$ cat src/rtl/dip_pkg.sv
// rtl/dip_pkg.sv - shared constants, FSM encoding and round-robin pick for the DIP scheduler
package dip_pkg;

    localparam int NUM_SW = 7;
    localparam logic [2:0] LED_OFF = 3'b111;

    typedef enum logic [1:0] {
        ST_IDLE  = 2'd0,
        ST_SERVE = 2'd1,
        ST_NEXT  = 2'd2
    } state_t;

    // First requesting index strictly after 'last', wrapping 6 -> 0; 'last' itself is checked last.
    function automatic logic [2:0] rr_pick(input logic [NUM_SW-1:0] req, input logic [2:0] last);
        logic [2:0] pick;
        int idx;
        pick = last;
        for (int k = NUM_SW; k >= 1; k--) begin
            idx = (int'(last) + k) % NUM_SW;
            if (req[idx]) pick = 3'(idx);
        end
        return pick;
    endfunction

endpackage

$ cat src/rtl/dip_debounce.sv
// rtl/dip_debounce.sv - two-flop synchronizer plus stable-count debouncer for one switch
module dip_debounce #(
    parameter int DEBOUNCE_CYCLES = 16
) (
    input  logic clk,
    input  logic rst,
    input  logic raw,
    output logic deb
);

    localparam int CW = (DEBOUNCE_CYCLES < 2) ? 1 : $clog2(DEBOUNCE_CYCLES + 1);
    localparam logic [CW-1:0] CNT_LAST = CW'(DEBOUNCE_CYCLES - 1);

    logic          s1;
    logic          s2;
    logic [CW-1:0] cnt;

    always_ff @(posedge clk) begin
        if (rst) begin
            s1  <= 1'b0;
            s2  <= 1'b0;
            deb <= 1'b0;
            cnt <= '0;
        end else begin
            s1 <= raw;
            s2 <= s1;
            // any cycle where the synchronized input agrees with the output restarts the count
            if (s2 == deb) begin
                cnt <= '0;
            end else if (cnt == CNT_LAST) begin
                deb <= s2;
                cnt <= '0;
            end else begin
                cnt <= cnt + 1'b1;
            end
        end
    end

endmodule

$ cat src/rtl/dip_rr_scheduler.sv
// rtl/dip_rr_scheduler.sv - round-robin time-slot scheduler giving one debounced DIP switch the LEDs
module dip_rr_scheduler
    import dip_pkg::*;
#(
    parameter int DEBOUNCE_CYCLES = 16,
    parameter int SLOT_CYCLES     = 50000000
) (
    input  logic              clk,
    input  logic              rst,
    input  logic [NUM_SW-1:0] sw,
    output logic [2:0]        led,
    output logic [NUM_SW-1:0] grant,
    output logic              busy
);

    localparam int SCW = (SLOT_CYCLES < 2) ? 1 : $clog2(SLOT_CYCLES + 1);
    localparam logic [SCW-1:0] SLOT_LAST = SCW'(SLOT_CYCLES - 1);

    logic [NUM_SW-1:0] req;
    state_t            state;
    state_t            state_n;
    logic [2:0]        owner;
    logic [SCW-1:0]    slot_cnt;

    for (genvar i = 0; i < NUM_SW; i++) begin : g_deb
        dip_debounce #(
            .DEBOUNCE_CYCLES(DEBOUNCE_CYCLES)
        ) u_deb (
            .clk(clk),
            .rst(rst),
            .raw(sw[i]),
            .deb(req[i])
        );
    end

    always_comb begin
        state_n = state;
        case (state)
            ST_IDLE:  if (|req) state_n = ST_SERVE;
            ST_SERVE: if (!req[owner] || slot_cnt == SLOT_LAST) state_n = ST_NEXT;
            ST_NEXT:  state_n = (|req) ? ST_SERVE : ST_IDLE;
            default:  state_n = ST_IDLE;
        endcase
    end

    always_ff @(posedge clk) begin
        if (rst) begin
            state    <= ST_IDLE;
            owner    <= 3'd6;
            slot_cnt <= '0;
            grant    <= '0;
            led      <= LED_OFF;
            busy     <= 1'b0;
        end else begin
            state <= state_n;
            if (state_n == ST_SERVE && state != ST_SERVE) begin
                owner    <= rr_pick(req, owner);
                slot_cnt <= '0;
            end else if (state == ST_SERVE) begin
                slot_cnt <= slot_cnt + 1'b1;
            end
            // outputs trail the state register by one edge, which sets the DEBOUNCE_CYCLES+4 latency
            grant <= (state == ST_SERVE) ? (NUM_SW'(1) << owner) : '0;
            led   <= (state == ST_SERVE) ? ~(owner + 3'd1) : LED_OFF;
            busy  <= (state != ST_IDLE);
        end
    end

endmodule

$ cat config.mk
export PLATFORM = sky130hd
export DESIGN_NAME = dip_rr_scheduler
export DESIGN_NICKNAME = d
export VERILOG_FILES = /design/src/rtl/dip_pkg.sv /design/src/rtl/dip_debounce.sv /design/src/rtl/dip_rr_scheduler.sv
export SDC_FILE = /design/constraint.sdc
export NUM_CORES = 1
export LEC_CHECK = 0
export CAP_MARGIN = 20
export CORE_AREA = 2 2 96 117
export DETAILED_ROUTE_END_ITERATION = 8
export DIE_AREA = 0 0 98 119
export GPL_ROUTABILITY_DRIVEN = 0
export PLACE_DENSITY = 0.88
export SLEW_MARGIN = 15
export SYNTH_ARGS = -nofsm -noshare
export SYNTH_HDL_FRONTEND = slang
export SYNTH_SLANG_ARGS = --single-unit
export TNS_END_PERCENT = 50
$ cat constraint.sdc
create_clock -name clk -period 5.2 [get_ports clk]
set_input_delay 0.78 -clock clk [delete_from_list [all_inputs] [get_ports clk]]
set_output_delay 0.78 -clock clk [all_outputs]
set_load 0.01 [all_outputs]
## Word level (Yosys, flattened, before mapping)

Cells that the tools add are included.

- Word-level logic and storage cells: 152
- Bits in registers: 98
- Output and inout port bits: 11
- Input bits: 9

- $add $sub $neg: 16
- Divide/modulo/power cells: 7
- Magnitude comparators: 8
- Mux-type cells: 34
- Reductions and logical operators: 24
- Shifts and indexed selects: 1
- Equal/unequal tests: 19
- Bitwise gates (word level): 9

Operator list:

| operator | number |
|---|---|
| less-than comparator 32 x 5 -> 1 bit (second input constant) | 7 |
| modulo 32 x 4 -> 32 bit (second input constant) | 7 |
| adder 5 x 1 -> 5 bit (second input constant) | 7 |
| equality test 5 x 4 -> 1 bit (second input constant) | 7 |
| adder 26 x 1 -> 26 bit (second input constant) | 1 |
| equality test 26 bit (second input constant) | 1 |
| binary-select mux 1 bit (select 3 bit) | 8 |
| 2-to-1 mux 3 bit | 7 |
| OR reduction 3 bit | 7 |
| adder 3 x 3 -> 4 bit (second input constant) | 4 |
| 2-to-1 mux 1 bit | 16 |
| AND reduction 2 bit | 8 |
| adder 3 x 2 -> 4 bit (second input constant) | 2 |
| inverter 1 bit | 8 |
| equality test 1 bit | 7 |
| nonzero test 7 bit | 1 |
| OR reduction 7 bit | 1 |
| << shifter 1 x 3 -> 7 bit (first input constant) | 1 |
| one-hot mux 2 bit (3 select lines) | 1 |
| adder 3 x 1 -> 4 bit (second input constant) | 1 |
| equality test 2 x 1 -> 1 bit (second input constant) | 2 |
| less-than comparator 3 x 4 -> 1 bit (second input constant) | 1 |
| 2-to-1 mux 2 bit | 2 |
| OR reduction 2 bit | 2 |
| 9 further kinds | 9 |

## Depth between registers and ports, before layout

Gate-level depths: netlist of run 1.

- Word-level depth: 12
- Gate-level depth with buffers: 23
- Depth with buffers taken out: 19

## Cells and area by module

Synthesis of run 1 repeated with hierarchy kept, for this count alone.

- Cells, all modules: 693
- Area, all modules: 5934.4 um^2

Modules (own cells, without submodules):

| module | sequential area each (um^2) | instances | cells an instance | area an instance (um^2) |
|---|---|---|---|---|
| dip_rr_scheduler | 840.8 | 1 | 504 | 3928.8 |
| dip_debounce | 160.2 | 7 | 27 | 286.5 |

## Worst setup path before layout of run 1

No wires, ideal clock.

- Kind: register to register
- From: register owner[0]
- To: register owner[0]
- Setup slack: 0.595 ns
- Buffers on the path: 4
- Library setup time: 0.059 ns
- Stages on the path, launching flop included: 22
- Clock period less this slack: 4.605 ns
- Required time: 5.141 ns
- Arrival: 4.546 ns
- Cell sequence: dfxtp_1 > buf_4 > inv_1 > clkbuf_1 > ha_1 > buf_2 > xor2_4 > ha_1 > ha_1 > a31oi_1 > xnor2_1 > ha_1 > clkbuf_1 > nand2_1 > a31o_2 > mux2_4 > a311oi_2 > nor2_1 > a311oi_1 > a41o_1 > nor2b_4 > a22o_1

- Cells in the longest elaborated chain, start to end: 11
- Elaborated cells between the ends (all ways): 52
- Classes of those cells: add/sub (7); div (7); eq/ne (1); mux (32); reduce/logical (5)

Ends and longest elaborated chain:

| item | line | RTL |
|---|---|---|
| start: declaration | dip_rr_scheduler.sv:22 | `logic [2:0] owner;` |
| start signal: assignment | dip_rr_scheduler.sv:57 | `owner <= rr_pick(req, owner);` |
| adder 3 x 3 -> 4 bit | dip_pkg.sv:19 | `idx = (int'(last) + k) % NUM_SW;` |
| modulo 32 x 4 -> 32 bit | dip_pkg.sv:19 |  |
| binary-select mux 1 bit (select 3 bit) | dip_pkg.sv:20 | `if (req[idx]) pick = 3'(idx);` |
| 2-to-1 mux 1 bit (implied by the code) (2 in series) | dip_pkg.sv:20 |  |
| 2-to-1 mux 3 bit (6 in series) | dip_pkg.sv:20 |  |

Parallel ways exist; a longest one is shown, timed or not. The select of a mux whose other input is x is not followed.
A chain may end at the register's enable or synchronous reset.

## Worst setup path in the final report of run 1

Same ends and word-level chain as after synthesis.

==> summary.txt, run 1 <==
Status
  • Status: complete, no violations

Synth
  • #FFs+latches synth: just under 100
  • Async SR Flop Fraction: 0%
  • Synth Warn #: 0
  • Synth Area per Inst: approximately 8.6 um2
  • Cell variety after synth: 91
  • Primary FF master, synth: dfxtp_1
  • Sequential fraction of the synthesis area: 31.1%
  • Cells after synthesis: 733
  • Synthesized area: 0.00631 mm2
  • EDFF count, synth: 0
  • Net Count, Synth: slightly below 800

STA
  • Final Hold Fails: 0
  • FMAX: roughly 220 MHz
  • Fin crit period: 4.55 ns
  • Worst slew pin tran: 1.00 ns
  • Tcrit/Tclk final: 87.5%
  • Count of pins over their slew limit: 0
  • Max_slew headroom: 33.0%
  • TNS Setup: 0 ns
  • Final setup fails: 0
  • Hold_ws: around 0.43 ns
  • RSZ-0062 raised after global routing: no
  • Post-Route Skew: 0.0130 ns

Clock network
  • CTS Buf Count: 9
  • Clock transition at path regs: about 0.07 ns
  • Hold Buf Count CTS: 0
  • Clock root cell: clkbuf_16
  • Latest clock arrival within the worst-skew pair: about 0.35 ns
  • CTS max path bufs: 2
  • CTS Sinks: 98
  • H-tree levels: 3
  • Post-CTS setup buffer count: 0
  • Post-CTS Resized: 0
  • CTS tree: done

Die
  • Die X: 98 um
  • Rows: 42
  • Die footprint: between 0.01 and 0.015 mm2
  • Initial Util: 59.2%
  • Die Y: 119 um
  • Placeable Area: approximately 0.011 mm2
  • # IOs: 20

Critical path
  • CP Class: flop to flop
  • Critical path data arrival time: 4.84 ns
  • CP max FO: 14
  • Most frequent cell on the critical path: ha_1
  • CP cell instances: inv_1 > ha_1 > ha_1 > ha_1 > or4_1 > nand3_1 > ha_1 > a2111oi_0 > a221oi_1 > o31ai_1 > a32o_1 > nor2b_1 > a41o_1 > nor2b_4 > a22o_1
  • Slowest CP cell: or4_1
  • Setup crit end kind: flop
  • Worst Setup Start Kind: flop
  • R2R Path End: owner[0]$_SDFFE_PP0P_
  • R2R depth: 15
  • Critical Path Max Stage Delay: 0.59 ns
  • CP Buf/Inv Count: 1
  • WP data required: 5.49 ns
  • Top delay family on crit path: compound AO/OA/AOI/OAI gates
  • Worst R2R Start: owner[0]$_SDFFE_PP0P_
  • R2r setup slk: 0.65 ns

Route
  • WL per Instance: roughly 17 um
  • Remaining DRCs: 0
  • Routed Antenna Nets: 0
  • Routed via count: roughly 5600
  • DR pass1 iterations: 7
  • Initial drt markers: around 600
  • DRT Wirelength: about 15000 um
  • Via density: between 6 and 7

Power
  • Maximum VDD drop: about 0.00033 V
  • Tot Pwr: about 1.4 mW
  • Leakage power: 2.52 nW
  • Cell Pwr Density: 206 mW/mm2

Finish
  • Post-route insts no fill: 877
  • Synth-to-layout area growth: 8.92%
  • Fin nets: 790
  • Share of layout cells above drive strength 1: 9.53%
  • N_diodes: 0

Place
  • Port bufs: 19
  • Post-DP HPWL: ~11000 um
  • DP Cell Count: 861

Min path
  • Worst Hold Depth: 1
  • Min-delay src: g_deb[1].u_deb.s1$_SDFF_PP0_
  • Hold WC Path Type: flop to flop
  • Hold Path End: g_deb[1].u_deb.s2$_SDFF_PP0_

Global route
  • Global-route wire length before repair: between 20000 and 25000 um
  • Pin count of the biggest net entering global routing: 45
  • Vias in the first global route: 5561
  • GRT Util Overall: between 20 and 30%
  • Antenna violations before repair: 0
  • Total gr overflow: 0

Job
  • Max-cap violations: 0
[sequential cells by signal, summed over array words and instances, names as in the netlist]
name             cells
busy                 1
g_deb.u_deb.cnt     35
g_deb.u_deb.deb      7
g_deb.u_deb.s1       7
g_deb.u_deb.s2       7
grant                7
led                  3
owner                3
slot_cnt            26
state                2
[routing by layer]
layer | share of wire, % | vias to the layer above | global-route usage [%]
li1 | - | 2653 | -
met1 | 38 | 2665 | 27.9
met2 | 51 | 223 | 46.1
met3 | 5.7 | 69 | 3.52
met4 | 4.5 | 0 | 15.8
met5 | 0 | - | 0
[area by class of cell]
| cell class | count | area, um2 |
|---|---|---|
| Clock buffer | 9 | 225 |
| Clock inverter | 7 | 58.8 |
| Fill cell | 836 | 3790 |
| Inverter | 36 | 135 |
| Multi-Input combinational cell | 564 | 4050 |
| Sequential cell | 98 | 1960 |
| Tap cell | 132 | 165 |
| Timing Repair Buffer | 31 | 280 |
[report_power, final]
part	internal, mW	switching [mW]
logic	0.0121	0.0133
clock network	0.332	0.297
registers	0.757	0.00349
total	1.10	0.313
[worst reg2reg max path, cell delays in order, from the launching register on]
cell,delay [ns]
dfxtp_2,0.48
inv_1,0.10
ha_1,0.45
ha_1,0.27
ha_1,0.27
or4_1,0.59
nand3_1,0.19
ha_1,0.34
a2111oi_0,0.46
a221oi_1,0.19
o31ai_1,0.10
a32o_1,0.21
nor2b_1,0.25
a41o_1,0.26
nor2b_4,0.19
a22o_1,0.14
[Yosys cell counts (all sizes together), types with 11 or more instances]
library cell  count  area, um2
a211oi           14        115
inv              36        135
buf              15       92.6
xnor2            28        253
mux2i            20        225
ha               41        513
nor2             89        337
and3             18        113
clkbuf           20       75.1
nor3             11       60.1
o21ai            25        125
dfxtp            98       1960
nand2            56        213
nor2b            24        158
xor2             22        219
nand3            20        100
or3              18        113
a21oi            30        150
[worst max-delay path by stage]
| stage | to | from | slack, ns | cells after the start |
|---|---|---|---|---|
| 2_1_floorplan | owner[0]$_SDFFE_PP0P_ | owner[0]$_SDFFE_PP0P_ | 0.60 | 21 |
| 3_3_place_gp | owner[0]$_SDFFE_PP0P_ | owner[0]$_SDFFE_PP0P_ | 0.91 | 17 |
| 3_5_place_dp | owner[0]$_SDFFE_PP0P_ | owner[0]$_SDFFE_PP0P_ | 0.76 | 17 |
| 4_1_cts | owner[0]$_SDFFE_PP0P_ | owner[0]$_SDFFE_PP0P_ | 0.74 | 18 |
| 5_1_grt | owner[0]$_SDFFE_PP0P_ | owner[0]$_SDFFE_PP0P_ | 0.34 | 17 |
| 6_report | owner[0]$_SDFFE_PP0P_ | owner[0]$_SDFFE_PP0P_ | 0.65 | 15 |
[logic make-up after synthesis]
| family | count (synthesis) | synth area share (%) |
|---|---|---|
| simple gates | 284 | 23.1 |
| compound gates | 157 | 19.0 |
| flops | 98 | 31.1 |
| buf+inv | 71 | 4.79 |
| xor+xnor | 50 | 7.47 |
| fa+ha+maj | 41 | 8.12 |
| mux | 32 | 6.48 |
[placed cells by master (no fill, tap or decap), types with 23 or more instances in the layout]
| cell type | synthesis | layout |
|---|---|---|
| ha_1 | 41 | 41 |
| nand2_1 | 55 | 55 |
| xnor2_1 | 27 | 27 |
| inv_1 | 33 | 33 |
| dfxtp_1 | 98 | 97 |
| nor2b_1 | 23 | 23 |
| o21ai_0 | 24 | 24 |
| a21oi_1 | 30 | 30 |
| nor2_1 | 88 | 88 |
[metrics by stage]
step	setup slack [ns]	instance area, um2	utilization, %
6_report	0.651	6880	64.5
4_1_cts	0.738	6880	64.5
3_5_place_dp	0.760	6590	61.8
2_1_floorplan	0.595	6310	-
3_3_place_gp	0.909	6590	61.8
5_1_grt	0.336	6880	64.5
Power figures use the tool's default switching activity.
==> run 2, diff against run 1 <==
--- a/config.mk
+++ b/config.mk
@@ -9,7 +9,6 @@
 export CORE_AREA = 2 2 96 117
 export DETAILED_ROUTE_END_ITERATION = 8
 export DIE_AREA = 0 0 98 119
-export GPL_ROUTABILITY_DRIVEN = 0
 export PLACE_DENSITY = 0.88
 export SLEW_MARGIN = 15
 export SYNTH_ARGS = -nofsm -noshare
==> run 2 against run 1 <==
  * Critical path depth increased by 2
  * Total power up 0.20%
  * First-iteration DRC count down 17%
  * Sequential share of layout area about the same
  * Combinational power hardly changed
  * Largest cell class unchanged
  * Highest routed layer unchanged
==> summary.txt, run 2 (same netlist as run 1, synthesis figures left out) <==
Global route
  • GRT Util Overall: 27.0%
  • Global-route wire length before repair: between 20000 and 30000 um
  • Total gr overflow: 0
  • Antenna violations before repair: 0
  • Vias in the first global route: approximately 5300
  • Pin count of the biggest net entering global routing: between 40 and 50

Status
  • Status: complete, no violations

Route
  • Initial drt markers: 495
  • WL per Instance: 17.7 um
  • Remaining DRCs: 0
  • Routed via count: 5462
  • Routed Antenna Nets: 0
  • DR pass1 iterations: 5
  • Via density: 6.24
  • DRT Wirelength: 15500 um

Die
  • # IOs: 20
  • Die X: 98 um
  • Die Y: between 100 and 150 um
  • Die footprint: 0.0117 mm2
  • Placeable Area: 0.0107 mm2
  • Rows: 42
  • Initial Util: between 50% and 60%

Critical path
  • Worst Setup Start Kind: flop
  • Critical Path Max Stage Delay: about 0.52 ns
  • Top delay family on crit path: compound AO/OA/AOI/OAI gates
  • R2R Path End: owner[0]$_SDFFE_PP0P_
  • Setup crit end kind: flop
  • CP Buf/Inv Count: 1
  • WP depth: 17
  • R2r setup slk: ~0.45 ns
  • WP data required: 5.48 ns
  • Slowest CP cell: dfxtp_2
  • Critical path data arrival time: 5.03 ns
  • Most frequent cell on the critical path: ha_1
  • CP cell instances: inv_1 > ha_1 > xor2_4 > ha_1 > ha_1 > a31oi_1 > xnor2_1 > ha_1 > nand2_1 > a31o_2 > mux2_4 > a311oi_2 > nor2_1 > a311oi_1 > a41o_1 > nor2b_4 > a22o_1
  • CP max FO: 17
  • Capture point of the worst path: owner[0]$_SDFFE_PP0P_
  • CP Class: flop to flop
  • Worst setup path start: owner[0]$_SDFFE_PP0P_
  • R2R depth: 17
  • Worst R2R Start: owner[0]$_SDFFE_PP0P_

Finish
  • Top Registers: g_deb.u_deb.cnt (35), slot_cnt (26)
  • FF+latch area: 0.00196 mm2
  • Fill cells: 837
  • Fin nets: 788
  • N_diodes: 0
  • Area occupied by multi-input gates: about 0.0041 mm2
  • Largest Register: g_deb.u_deb.cnt
  • Synth-to-layout area growth: 8.80%
  • Most common cell after layout, fill and taps aside: dfxtp_1
  • Max FFs per register: 35
  • Most frequent cells in the layout: 97 x dfxtp_1, 88 x nor2_1, 55 x nand2_1
  • Core Util, Final: around 64%
  • Share of layout cells above drive strength 1: 9.15%

Clock network
  • Post-CTS setup buffer count: 0
  • Latest clock arrival within the worst-skew pair: ~0.34 ns
  • Post-CTS Resized: 0
  • CTS Sinks: 98
  • CTS Buf Count: 9
  • Clock root cell: clkbuf_16
  • CTS tree: done
  • H-tree levels: 3
  • Hold Buf Count CTS: 0
  • Clock transition at path regs: 0.06 ns
  • CTS max path bufs: 2

STA
  • Post-Route Skew: 0.00608 ns
  • TNS Setup: 0 ns
  • Count of pins over their slew limit: 0
  • Max_slew headroom: roughly two fifths
  • Final setup fails: 0
  • FMAX: 211 MHz
  • Final Hold Fails: 0
  • Tcrit/Tclk final: 91.3%
  • RSZ-0062 raised after global routing: no
  • Worst slew pin tran: 0.923 ns
  • Setup ws final: 0.451 ns
  • Fin crit period: ~4.7 ns

Power
  • Net Sw Frac: 20.7%
  • Internal Power: 1.12 mW
  • Maximum VDD drop: 0.000324 V
  • Leakage power: roughly 2.5 nW
  • Cell Pwr Density: 206 mW/mm2
  • Part of the power in registers: 53.7%
  • Clock Power Share: 44.6%
  • Combinational power share: 1.8%
  • Tot Pwr: around 1.4 mW
  • NetSw: 0.294 mW

Job
  • Max-cap violations: 0

Place
  • Gpl congestion: slightly below 1
  • Pre-CTS setup slack: 0.582 ns
  • Port bufs: 19
  • Post-DP HPWL: 11000 um

Min path
  • Hold WC Path Type: flop to flop
==> run 2: changes by cell type in the layout (fill, tap and decap cells not counted), sizes merged <==
cell,before,now
clkbuf,9,12
clkinv,2,1
clkinvlp,1,2
inv,40,37
buf,12,10
==> run 2: area by class of cell <==
type | instances | area share [%]
Inverter | 36 | 1.97
Timing Repair Buffer | 29 | 3.86
Tap cell | 132 | 2.40
Sequential cell | 98 | 28.6
Multi-Input combinational cell | 564 | 59.0
Clock buffer | 12 | 3.73
Clock inverter | 4 | 0.510
==> run 2: per-layer routing <==
metal / GRT usage, % / wire (um) / vias up
li1: - / - / 2633
met1: 31.4 / 6230 / 2571
met2: 47.8 / 7920 / 201
met3: 4.28 / 766 / 57
met4: 13.2 / 580 / 0
met5: 0 / 0 / -
==> run 2: worst min path at each step <==
| stage | startpoint | endpoint | cells after the start |
|---|---|---|---|
| after floorplan | g_deb[0].u_deb.s1$_SDFF_PP0_ | g_deb[0].u_deb.s2$_SDFF_PP0_ | 1 |
| after global placement | g_deb[1].u_deb.s1$_SDFF_PP0_ | g_deb[1].u_deb.s2$_SDFF_PP0_ | 1 |
| after detailed placement | g_deb[1].u_deb.s1$_SDFF_PP0_ | g_deb[1].u_deb.s2$_SDFF_PP0_ | 1 |
| after CTS | g_deb[1].u_deb.s1$_SDFF_PP0_ | g_deb[1].u_deb.s2$_SDFF_PP0_ | 1 |
| after global routing | g_deb[3].u_deb.s1$_SDFF_PP0_ | g_deb[3].u_deb.s2$_SDFF_PP0_ | 1 |
| final | g_deb[1].u_deb.s1$_SDFF_PP0_ | g_deb[1].u_deb.s2$_SDFF_PP0_ | 1 |
==> run 2: power by group through the flow <==
stage	clock (mW)	combinational [mW]	sequential, mW
floorplan	0	0.0161	0.777
global placement	0	0.0237	0.777
global route	0.676	0.0278	0.761
CTS	0.644	0.0253	0.761
finish	0.632	0.0251	0.761
detailed placement	0	0.0247	0.778
==> run 2: per-stage QoR <==
step	instance area, um2	hold WS, ns	instances
3_5_place_dp	6580	0.423	859
5_1_grt	6870	0.455	875
6_report	6870	0.438	875
4_1_cts	6870	0.439	875
3_3_place_gp	6580	0.422	859
2_1_floorplan	6310	0.414	733
